File: src/rtl/parking_sensor_scheduler.sv
// Round-robin scheduler for N HC-SR04 parking sensors: one trigger at a time,
// echo timing, near/far/fault classification and per-bay debounced occupancy.
module parking_sensor_scheduler #(
  parameter int N_SPOTS      = 4,
  parameter int TRIG_CYCLES  = 1000,
  parameter int WAIT_CYCLES  = 100000,
  parameter int MAX_ECHO     = 60000,
  parameter int GUARD_CYCLES = 6000,
  parameter int CONFIRM      = 3
) (
  input  logic                         clk,
  input  logic                         reset,
  input  logic                         enable,
  input  logic [N_SPOTS-1:0]           echo,
  output logic [N_SPOTS-1:0]           trig,
  output logic [N_SPOTS-1:0]           occupied,
  output logic [$clog2(N_SPOTS+1)-1:0] free_count,
  output logic [N_SPOTS-1:0]           fault,
  output logic                         scan_done
);

  localparam int MAX_TW  = (TRIG_CYCLES > WAIT_CYCLES) ? TRIG_CYCLES : WAIT_CYCLES;
  localparam int MAX_EG  = (MAX_ECHO > GUARD_CYCLES) ? MAX_ECHO : GUARD_CYCLES;
  localparam int MAX_CNT = (MAX_TW > MAX_EG) ? MAX_TW : MAX_EG;
  localparam int CW      = $clog2(MAX_CNT + 1);
  localparam int BW      = $clog2(N_SPOTS);
  localparam int DW      = $clog2(CONFIRM + 1);
  localparam int FW      = $clog2(N_SPOTS + 1);

  localparam logic [CW-1:0] TRIG_LAST    = CW'(TRIG_CYCLES - 1);
  localparam logic [CW-1:0] WAIT_LAST    = CW'(WAIT_CYCLES - 1);
  localparam logic [CW-1:0] ECHO_LAST    = CW'(MAX_ECHO - 1);
  localparam logic [CW-1:0] GUARD_LAST   = CW'(GUARD_CYCLES - 1);
  localparam logic [BW-1:0] LAST_BAY     = BW'(N_SPOTS - 1);
  localparam logic [DW-1:0] CONFIRM_LAST = DW'(CONFIRM - 1);

  typedef enum logic [2:0] {IDLE, TRIG, WAIT, MEAS, GUARD} state_t;
  typedef enum logic [1:0] {RD_NEAR, RD_FAR, RD_FAULT} reading_t;

  state_t        state, state_next;
  reading_t      reading, reading_next;
  logic [CW-1:0] cnt, cnt_next;
  logic [BW-1:0] bay, bay_next;
  logic          scan_done_next;
  logic          echo_sel, echo_prev;
  logic          apply_reading, agree;
  logic [DW-1:0] confirm_cnt [N_SPOTS];
  logic [FW-1:0] occ_ones;

  assign echo_sel      = echo[bay];
  assign apply_reading = (state == GUARD) && (cnt == '0);
  assign agree         = ((reading == RD_NEAR) && !occupied[bay]) ||
                         ((reading == RD_FAR)  &&  occupied[bay]);

  always_ff @(posedge clk or posedge reset) begin
    if (reset) begin
      state     <= IDLE;
      reading   <= RD_NEAR;
      cnt       <= '0;
      bay       <= '0;
      scan_done <= 1'b0;
      echo_prev <= 1'b0;
    end else begin
      state     <= state_next;
      reading   <= reading_next;
      cnt       <= cnt_next;
      bay       <= bay_next;
      scan_done <= scan_done_next;
      echo_prev <= echo_sel;
    end
  end

  // Only a 0->1 transition seen while in WAIT starts a measurement, so an echo
  // line already high from before the trigger is never mistaken for a return.
  always_comb begin
    state_next     = state;
    reading_next   = reading;
    cnt_next       = cnt;
    bay_next       = bay;
    scan_done_next = 1'b0;
    trig           = '0;
    case (state)
      IDLE: begin
        if (enable) begin
          state_next = TRIG;
          cnt_next   = '0;
        end
      end
      TRIG: begin
        trig[bay] = 1'b1;
        if (cnt == TRIG_LAST) begin
          state_next = WAIT;
          cnt_next   = '0;
        end else begin
          cnt_next = cnt + CW'(1);
        end
      end
      WAIT: begin
        if (echo_sel && !echo_prev) begin
          state_next = MEAS;
          cnt_next   = '0;
        end else if (cnt == WAIT_LAST) begin
          state_next   = GUARD;
          reading_next = RD_FAULT;
          cnt_next     = '0;
        end else begin
          cnt_next = cnt + CW'(1);
        end
      end
      MEAS: begin
        if (!echo_sel) begin
          state_next   = GUARD;
          reading_next = RD_NEAR;
          cnt_next     = '0;
        end else if (cnt == ECHO_LAST) begin
          state_next   = GUARD;
          reading_next = RD_FAR;
          cnt_next     = '0;
        end else begin
          cnt_next = cnt + CW'(1);
        end
      end
      GUARD: begin
        if (cnt == GUARD_LAST) begin
          if (bay == LAST_BAY) begin
            bay_next       = '0;
            scan_done_next = 1'b1;
          end else begin
            bay_next = bay + BW'(1);
          end
          state_next = enable ? TRIG : IDLE;
          cnt_next   = '0;
        end else begin
          cnt_next = cnt + CW'(1);
        end
      end
      default: state_next = IDLE;
    endcase
  end

  always_comb begin
    occ_ones = '0;
    for (int i = 0; i < N_SPOTS; i++) occ_ones = occ_ones + FW'(occupied[i]);
  end

  // A fault leaves the debounce count and occupancy untouched; only agreeing
  // near/far readings advance toward a flip.
  always_ff @(posedge clk or posedge reset) begin
    if (reset) begin
      occupied   <= '0;
      fault      <= '0;
      free_count <= FW'(N_SPOTS);
      for (int i = 0; i < N_SPOTS; i++) confirm_cnt[i] <= '0;
    end else begin
      if (apply_reading) begin
        if (reading == RD_FAULT) begin
          fault[bay] <= 1'b1;
        end else begin
          fault[bay] <= 1'b0;
          if (agree) begin
            if (confirm_cnt[bay] == CONFIRM_LAST) begin
              occupied[bay]    <= ~occupied[bay];
              confirm_cnt[bay] <= '0;
            end else begin
              confirm_cnt[bay] <= confirm_cnt[bay] + DW'(1);
            end
          end else begin
            confirm_cnt[bay] <= '0;
          end
        end
      end
      free_count <= FW'(N_SPOTS) - occ_ones;
    end
  end

endmodule

File: config.mk
export PLATFORM = sky130hd
export DESIGN_NAME = parking_sensor_scheduler
export DESIGN_NICKNAME = d
export VERILOG_FILES = /design/src/rtl/parking_sensor_scheduler.sv
export SDC_FILE = /design/constraint.sdc
export NUM_CORES = 1
export LEC_CHECK = 0
export BUFFER_PORTS_ARGS = -buffer_cell sky130_fd_sc_hd__buf_2
export CORE_MARGIN = 2
export CORE_UTILIZATION = 55
export CTS_CLUSTER_SIZE = 8
export DETAILED_ROUTE_END_ITERATION = 6
export GPL_ROUTABILITY_DRIVEN = 0
export MAX_ROUTING_LAYER = met4
export PLACE_DENSITY = 0.85
export SYNTH_ARGS = -nofsm -noshare
export SYNTH_HDL_FRONTEND = slang
export SYNTH_SLANG_ARGS = --single-unit
File: constraint.sdc
create_clock -name clk -period 2.5 [get_ports clk]
set_clock_uncertainty 0.15 [all_clocks]
set_input_delay 0.375 -clock clk [delete_from_list [all_inputs] [get_ports clk]]
set_output_delay 0.375 -clock clk [all_outputs]
set_load 0.05 [all_outputs]
==> results of run 1 <==
==> cell usage after synthesis (3+ instances only) <==
cell,number,area share [%]
mux2_2,10,4.4
and3_1,5,1.2
nor2_1,26,3.8
nand2_1,13,1.9
ha_1,9,4.4
dfrtp_1,44,43
a21oi_1,11,2.1
nor4_1,6,1.5
mux4_2,4,3.5
a221oi_1,4,1.4
xnor2_1,10,3.4
inv_1,19,2.8
o22ai_1,3,0.73
clkbuf_1,4,0.58
nor2b_1,3,0.73
o21ai_0,6,1.2
nor3_1,7,1.4
nand3_1,7,1.4
nand4_1,7,1.7
nor4b_2,3,1.7
==> registers in the layout, indices dropped and copies added, names as in the netlist, named ones only <==
name         cells
scan_done        1
occupied         4
bay              2
free_count       3
echo_prev        1
cnt             17
reading          2
state            3
confirm_cnt      8
==> worst min-delay path, cell delays in order <==
cell and delay (ns):
buf_2 0.10, nand2_1 0.05, o31ai_1 0.05, a311o_1 0.16
==> through the flow <==
step,instances,hold slack (ns)
6_report,331,0.3254
5_1_grt,331,0.3144
3_5_place_dp,321,0.2545
2_1_floorplan,245,0.3252
4_1_cts,330,0.3115
3_3_place_gp,321,0.2452
==> worst max-delay path by stage <==
stage / startpoint / end / slack [ns] / cells past startpoint
floorplan: bay[0]$_DFFE_PP0P_ / reading[0]$_DFFE_PP0P_ / 0.24 / 6
global placement: bay[0]$_DFFE_PP0P_ / reading[0]$_DFFE_PP0P_ / 0.16 / 5
detailed placement: bay[0]$_DFFE_PP0P_ / occupied[2]$_DFFE_PP0P_ / 0.08 / 7
CTS: bay[0]$_DFFE_PP0P_ / occupied[2]$_DFFE_PP0P_ / 0.06 / 7
global route: bay[0]$_DFFE_PP0P_ / reading[0]$_DFFE_PP0P_ / 0.003 / 5
finish: bay[0]$_DFFE_PP0P_ / reading[0]$_DFFE_PP0P_ / 0.09 / 5
==> repair_timing <==
item / CTS / global route
endpoints found under the setup margin: 0 / 31
endpoints found under the hold margin: 15 / 0
setup buffers: 0 / 1
gates resized for setup: 0 / 4
hold buffers: 1 / 0
==> kinds of logic after synthesis <==
| group | count (synthesis) |
|---|---|
| simple gates | 104 |
| flops | 45 |
| compound gates | 31 |
| buf+inv | 28 |
| mux | 15 |
| xor+xnor | 12 |
| fa+ha+maj | 10 |
==> layer usage <==
metal | up-vias | track usage [%] | share of wire (%)
met5 | - | - | 0
met4 | 0 | 8.230 | 1.1
met3 | 7 | 3.472 | 5.4
met2 | 63 | 35.58 | 46
met1 | 961 | 34.60 | 48
li1 | 949 | - | -
==> final cells by class <==
class	instances	area, um^2	area share, %
repair buffers	35	210.2	7.189
clock inverters	1	5.005	0.1712
multi-input cells	172	1349	46.13
inverters	19	71.32	2.439
clock buffers	7	96.34	3.295
well taps	52	65.06	2.225
flip-flops and latches	45	1127	38.55
==> power by group <==
part | internal (uW) | switching [uW]
sequential | 813 | 104
combinational | 344 | 557
clock | 250 | 243
==> qor.yml, run 1 <==
run_status:
  status: "completed"
synthesis:
  yosys.area_share.simple_pct: 26.53
  ys_seq_area_share_pct: 43.70
  synth_nets: 262
  ys_types: 52
  netlist_area_um2: 2580
  async_flop_share_pct: 100.0
  yosys_warnings: 0
  synthXorXnorAreaFrac_pct: 4.074
  synth_edf_count: 0
  synth_mux_area_share_pct: 8.244
  synth_top_family_by_area: "simple AND/OR/NAND/NOR gates"
  synth-adder-area-share_pct: 5.141
  synthFlopType: "dfrtp_1"
  syn_avg_cell_area_um2: 10.53
  netlist_instances: 245
  ys_seq_elements: 45
  synth_compound_area_share_pct: 7.565
grt:
  grt_overflow: 0
  grt_pass1_wl_um: 9604
  grt_pass1_vias: 1952
  track_usage_pct: 24.18
  antenna_found_initial: 0
  grt_max_degree: 19
setup_path:
  worstReg2RegStart: "bay[0]$_DFFE_PP0P_"
  critical_path.top_delay_family: "multiplexers"
  cp_data_arrival_time_ns: 2.45
  timing.rr.end: "reading[0]$_DFFE_PP0P_"
  reg2reg_slack_ns: 0.09
  cp.buffers_inverters: 0
  start_kind: "register"
  slowest_stage: "mux4_2"
  slowest_delay_ns: 0.60
  cp_max_fo: 6
  crit_chain: "mux4_2, and3_4, and2_4, nor4b_2, mux2_2"
  path_class: "register to register"
  crit_path_end_kind: "register"
  critical_path_required_ns: 2.54
  r2r.worst_path.cells: 5
floorplanning:
  rows: 24
  die_h_um: 72.49
  die_x_um: 72.49
  ioPinCount: 23
  initial_core_util_pct: 58.05
  coreArea_um2: 4444
  die_area_um2: 5255
layout:
  fin_area_um2: 2924
  fin_util_pct: 65.79
  layout_commonest_cell: "dfrtp_1"
  fin_nets: 295
  final_cell_mix: "dfrtp_1 (44), nor2_1 (25), buf_2 (22), inv_1 (18), nand2_1 (13)"
  area_growth_pct: 13.34
  diodes: 0
  fill_cells: 359
  drive_gt1_share_pct: 26.52
worst_hold_path:
  hold_start: "enable"
  hold_path.class: "input port to register"
  min_to: "state[0]$_DFFE_PP0P_"
  min_path_cells: 4
cts:
  cts_buffers: 5
  numClockSinks: 45
  clk_pin_slew_ns: 0.08
  htreeDepth: 2
  clk_latency_ns: 0.30
  clk_path_buf_depth: 2
  ctsRootBufferMaster: "clkbuf_8"
  cts_tree: "done"
routing:
  route.detailed.drc: 0
  wl_per_cell_um: 17.04
  drtAntennaViolNets: 0
  drt_iter0_drc: 197
  vias: 1980
  routed_via_density: 5.982
  routed_wl_um: 5639
  first_pass_iters: 4
timing:
  tightest_slew_ns: 0.6730
  setup_slack_ns: 0.09154
  rsz0062_at_grt: "false"
  min_period_ns: 2.408
  relSlewSlack_pct: 54.92
  clock.fmax_mhz: 415.2
  period_share_pct: 96.34
  slew_viol_final: 0
  hold_viol_final: 0
  setup_viol_count_final: 0
  fin_tns_setup_ns: 0
place:
  dpl_cell_area_um2: 2786
  dp_hpwl_um: 4154
  pre_cts_ws_ns: 0.08232
  io_buffers: 22
power:
  ir_drop_mv: 0.4468
  power_density_nw_per_um2: 790.5
  p_total_uw: 2311
  leakage_uw: 0.001326
run:
  cap_violations: 0
Note: power is estimated with default switching activity, not from simulation.
==> run 2: changes to the inputs <==
--- a/config.mk
+++ b/config.mk
@@ -13,6 +13,7 @@
 export GPL_ROUTABILITY_DRIVEN = 0
 export MAX_ROUTING_LAYER = met4
 export PLACE_DENSITY = 0.85
+export REMOVE_ABC_BUFFERS = 1
 export SYNTH_ARGS = -nofsm -noshare
 export SYNTH_HDL_FRONTEND = slang
 export SYNTH_SLANG_ARGS = --single-unit
==> run 2 against run 1 <==
Sequential share of layout area is essentially flat. Total power shrank 1.9%. Non-clock buffer count grew 2. Sequential power is essentially flat. Setup slack gained 0.059 ns. Global-route usage grew 0.65 points. Worst hold slack lost 0.019 ns. Largest power group unchanged. Critical path depth is the same.
==> qor.yml, run 2 (synthesis results as in run 1) <==
grt:
  grt_max_degree: 26
  grt_pass1_wl_um: 9735
  grt_overflow: 0
  use_met3_pct: 5.556
  track_usage_pct: 24.83
  grtUsageMet1_pct: 33.33
  antenna_found_initial: 0
  busiest_layer: "met2"
  gr-usage-met2_pct: 37.51
  grt_pass1_vias: 1965
setup_path:
  critical_path_required_ns: 2.56
  start_kind: "register"
  cp_max_fo: 6
  cp_data_arrival_time_ns: 2.40
  path_class: "register to register"
  crit_path_end_kind: "register"
cts:
  cts_buffers: 5
  clk_latency_ns: 0.31
  clk_path_buf_depth: 2
  numClockSinks: 45
  clk_pin_slew_ns: 0.09
  htreeDepth: 2
  cts_tree: "done"
  ctsRootBufferMaster: "clkbuf_8"
timing:
  setup_viol_count_final: 0
  setup_slack_ns: 0.1508
  fin_tns_setup_ns: 0
  period_share_pct: 93.97
  slew_viol_final: 0
  relSlewSlack_pct: 47.97
  min_period_ns: 2.349
  hold_viol_final: 0
  tightest_slew_ns: 0.7757
  rsz0062_at_grt: "false"
  clock.fmax_mhz: 425.7
floorplanning:
  ioPinCount: 23
  die_x_um: 72.49
  coreArea_um2: 4444
  rows: 24
  die_h_um: 72.49
  initial_core_util_pct: 58.05
  die_area_um2: 5255
routing:
  drtAntennaViolNets: 0
  wl_per_cell_um: 17.16
  vias: 2039
  drt_iter0_drc: 196
  first_pass_iters: 5
  routed_via_density: 6.123
  routed_wl_um: 5713
  route.detailed.drc: 0
place:
  io_buffers: 22
  dp_hpwl_um: 4150
  pre_cts_ws_ns: 0.05758
power:
  switching_share_pct: 41.03
  power_density_nw_per_um2: 774.4
  ir_drop_mv: 0.4747
  power_frac_seq_pct: 40.6
  combPwrFrac_pct: 38.5
  internal_power_uw: 1337
  leakage_uw: 0.001332
  pwr-share-clk_pct: 20.9
  switchingPower_uw: 930.8
layout:
  area_growth_pct: 13.53
  final_cell_mix: "dfrtp_1 (43), nor2_1 (26), buf_2 (22), inv_1 (18)"
  drive_gt1_share_pct: 26.33
  largest_register_ffs: 17
  largest_registers: "cnt (17), confirm_cnt (8), occupied (4)"
  largest_register: "cnt"
  diodes: 0
  layout_commonest_cell: "dfrtp_1"
  fin_nets: 297
run_status:
  status: "completed"
run:
  cap_violations: 0
worst_hold_path:
  hold_path.class: "input port to register"
[run 2: worst paths after layout]
path                                       startpoint                          to  slack [ns]  depth (start not counted)
setup / recovery                  cnt[14]$_DFFE_PP0P_  confirm_cnt[3]$_DFFE_PP0P_        0.15                          5
hold / removal                                 enable        state[0]$_DFFE_PP0P_        0.31                          4
setup reg to reg                  cnt[14]$_DFFE_PP0P_  confirm_cnt[3]$_DFFE_PP0P_        0.15                          5
hold reg to reg            confirm_cnt[6]$_DFFE_PP0P_  confirm_cnt[6]$_DFFE_PP0P_        0.37                          1
max in group asynchronous                       reset          bay[0]$_DFFE_PP0P_        1.17                          4
min in group asynchronous                       reset     free_count[0]$_DFF_PP0_        0.49                          3
[run 2: what timing repair did]
action / CTS / global route
hold buffers: 1 / 0
endpoints found under the setup margin: 0 / 15
hold endpoints to repair: 19 / 0
buffers inserted: 0 / 2
resized for setup: 0 / 2
[run 2: final cells by class]
type,instances,area [um^2]
Clock buffer,5,68.82
Clock inverter,3,22.52
Fill cell,348,1515
Inverter,19,71.32
Multi-Input combinational cell,172,1335
Sequential cell,45,1129
Tap cell,52,65.06
Timing Repair Buffer,37,237.7
[run 2: critical path: stages, from the launching register on]
cell	delay [ns]
dfrtp_1	0.47
nor4_2	0.36
nand3_1	0.36
nor4b_2	0.37
buf_4	0.20
mux2_2	0.33
[run 2: metrics by stage]
stage	total power (uW)	instances	util, %	cell area [um^2]	hold slack (ns)
6_report	2268	333	65.91	2929	0.3061
5_1_grt	2383	333	65.91	2929	0.3175
4_1_cts	2256	331	65.43	2908	0.3014
3_5_place_dp	1793	322	63.15	2806	0.2952
3_3_place_gp	1754	322	63.15	2806	0.2875
2_1_floorplan	1548	236	-	2529	0.3252
[run 2: power groups by stage]
| stage | logic (uW) | clock network, uW | registers, uW |
|---|---|---|---|
| 6_report | 873 | 475 | 920 |
| 5_1_grt | 947 | 506 | 931 |
| 4_1_cts | 870 | 472 | 914 |
| 3_5_place_dp | 866 | 0 | 928 |
| 3_3_place_gp | 830 | 0 | 924 |
| 2_1_floorplan | 596 | 0 | 951 |
[run 2: routing by layer]
metal	share of wire, %	wire, um
met3	6.2	354
met1	46	2604
met2	46	2607
met5	0	0
met4	2.6	146
==> run 3: changes to the inputs <==
--- a/config.mk
+++ b/config.mk
@@ -10,9 +10,8 @@
 export CORE_UTILIZATION = 55
 export CTS_CLUSTER_SIZE = 8
 export DETAILED_ROUTE_END_ITERATION = 6
-export GPL_ROUTABILITY_DRIVEN = 0
 export MAX_ROUTING_LAYER = met4
-export PLACE_DENSITY = 0.85
+export PLACE_DENSITY = 0.71
 export REMOVE_ABC_BUFFERS = 1
 export SYNTH_ARGS = -nofsm -noshare
 export SYNTH_HDL_FRONTEND = slang
==> run 3 against run 2 <==
Sequential share of layout area decreased by 0.56 points. First-iteration DRC count increased by 4.1%. Global-route usage decreased by 1.2 points. Final cell count unchanged. Critical endpoint is now cnt[4]$_DFFE_PP0P_.
==> qor.yml, run 3 (synthesis results as in run 1) <==
place:
  gp_congestion: 0.8648
  place_inst: 324
  dpl_cell_area_um2: 2809
  io_buffers: 22
  dp_hpwl_um: 4191
layout:
  area_growth_pct: 15.08
  final_cell_mix: "dfrtp_1 (44), nor2_1 (26), buf_2 (22), inv_1 (18), buf_4 (14)"
  fin_area_um2: 2969
  largest_register: "cnt"
  instances_no_fill: 333
  drive_gt1_share_pct: 27.05
  diodes: 0
  fin_nets: 297
  fill_cells: 323
  layout_commonest_cell: "dfrtp_1"
  largest_registers: "cnt (17), confirm_cnt (8), occupied (4)"
  largest_register_ffs: 17
power:
  pwr-share-clk_pct: 26.3
  switching_share_pct: 36.63
  internal_power_uw: 1544
  power_density_nw_per_um2: 820.7
  power_frac_seq_pct: 37.9
  ir_drop_mv: 0.5241
  combPwrFrac_pct: 35.7
  switchingPower_uw: 892.6
  leakage_uw: 0.001352
timing:
  setup_viol_count_final: 0
  hold_viol_final: 0
  period_share_pct: 95.58
  relSlewSlack_pct: 55.62
  slew_viol_final: 0
  tightest_slew_ns: 0.6626
  fin_tns_setup_ns: 0
  clock.fmax_mhz: 418.5
  rsz0062_at_grt: "false"
  min_period_ns: 2.390
setup_path:
  timing.rr.end: "cnt[4]$_DFFE_PP0P_"
  crit_path_end_kind: "register"
  start_kind: "register"
  reg2reg_slack_ns: 0.11
  worstReg2RegStart: "cnt[0]$_DFFE_PP0P_"
  cp_data_arrival_time_ns: 2.40
  cp_max_fo: 8
  path_class: "register to register"
  r2r.worst_path.cells: 6
  critical_path_required_ns: 2.51
routing:
  drtAntennaViolNets: 0
  drt_iter0_drc: 204
  route.detailed.drc: 0
  wl_per_cell_um: 16.54
  vias: 2000
  routed_via_density: 6.006
  routed_wl_um: 5507
  first_pass_iters: 4
floorplanning:
  coreArea_um2: 4444
  ioPinCount: 23
  initial_core_util_pct: 58.05
  die_x_um: 72.49
  rows: 24
  die_area_um2: 5255
  die_h_um: 72.49
cts:
  clk_pin_slew_ns: 0.09
  clk_path_buf_depth: 2
  htreeDepth: 2
  cts_tree: "done"
  numClockSinks: 45
  cts_buffers: 5
  clk_latency_ns: 0.30
  post_cts_buffers: 0
  ctsRootBufferMaster: "clkbuf_8"
worst_hold_path:
  hold_path.class: "input port to register"
  hold_start: "enable"
  min_to: "state[0]$_DFFE_PP0P_"
  min_path_cells: 4
grt:
  track_usage_pct: 23.68
  grt_pass1_vias: 1895
  grt_overflow: 0
  antenna_found_initial: 0
  grt_max_degree: 23
  grt_pass1_wl_um: 9211
run:
  cap_violations: 0
run_status:
  status: "completed"
run 3: cell types whose count changed in the layout (fill, tap and decap cells not counted), sizes merged:
| cell | previous run | this run |
|---|---|---|
| bufinv | 0 | 2 |
| inv | 18 | 19 |
| clkinv | 4 | 1 |
run 3: layer usage:
layer	vias to the layer above	part of all wire (%)	global-route usage, %
met1	979	48	34.03
met5	-	0	-
li1	952	-	-
met2	63	46	34.45
met3	6	5.8	5.694
met4	0	0.69	5.144
run 3: layout make-up:
class | count | area (um^2) | area share [%]
flip-flops and latches | 45 | 1127 | 37.97
well taps | 52 | 65.06 | 2.191
repair buffers | 37 | 225.2 | 7.585
clock inverters | 3 | 65.06 | 2.191
clock buffers | 5 | 68.82 | 2.318
multi-input cells | 172 | 1346 | 45.34
inverters | 19 | 71.32 | 2.402
run 3: worst max path at each step:
stage	from	endpoint	slack (ns)	cells past startpoint
after floorplan	bay[0]$_DFFE_PP0P_	reading[0]$_DFFE_PP0P_	0.18	5
after global placement	echo[3]	reading[0]$_DFFE_PP0P_	0.16	6
after detailed placement	echo[3]	reading[0]$_DFFE_PP0P_	0.14	6
after CTS	bay[0]$_DFFE_PP0P_	occupied[3]$_DFFE_PP0P_	0.15	7
after global routing	cnt[7]$_DFFE_PP0P_	occupied[0]$_DFFE_PP0P_	0.03	5
final	cnt[0]$_DFFE_PP0P_	cnt[4]$_DFFE_PP0P_	0.11	6
run 3: timing repair:
item                                    4_1_cts  5_1_grt
resized for setup                             0        3
endpoints found under the setup margin        0       19
endpoints found under the hold margin        19        0
hold buffers                                  1        0
run 3: through the flow:
step	util, %	power (uW)	hold WS, ns	setup slack (ns)
after CTS	66.44	2440	0.3219	0.1472
after global routing	66.81	2584	0.3300	0.03330
after detailed placement	63.20	1790	0.2623	0.1420
after global placement	63.20	1778	0.2614	0.1630
final	66.81	2437	0.3272	0.1105
after floorplan	-	1548	0.3252	0.1757
run 3: power groups by stage:
| stage | clock [uW] | sequential, uW | combinational [uW] |
|---|---|---|---|
| 2_1_floorplan | 0 | 951 | 596 |
| 3_3_place_gp | 0 | 928 | 850 |
| 3_5_place_dp | 0 | 931 | 860 |
| 4_1_cts | 657 | 917 | 866 |
| 5_1_grt | 690 | 938 | 956 |
| 6_report | 642 | 924 | 871 |
run 3: critical path, stage by stage (launching register included):
cell and delay, ns:
dfrtp_1 0.43, ha_1 0.29, and4_1 0.29, nand4_1 0.16
and3_1 0.30, nor4_4 0.45, o22ai_1 0.18
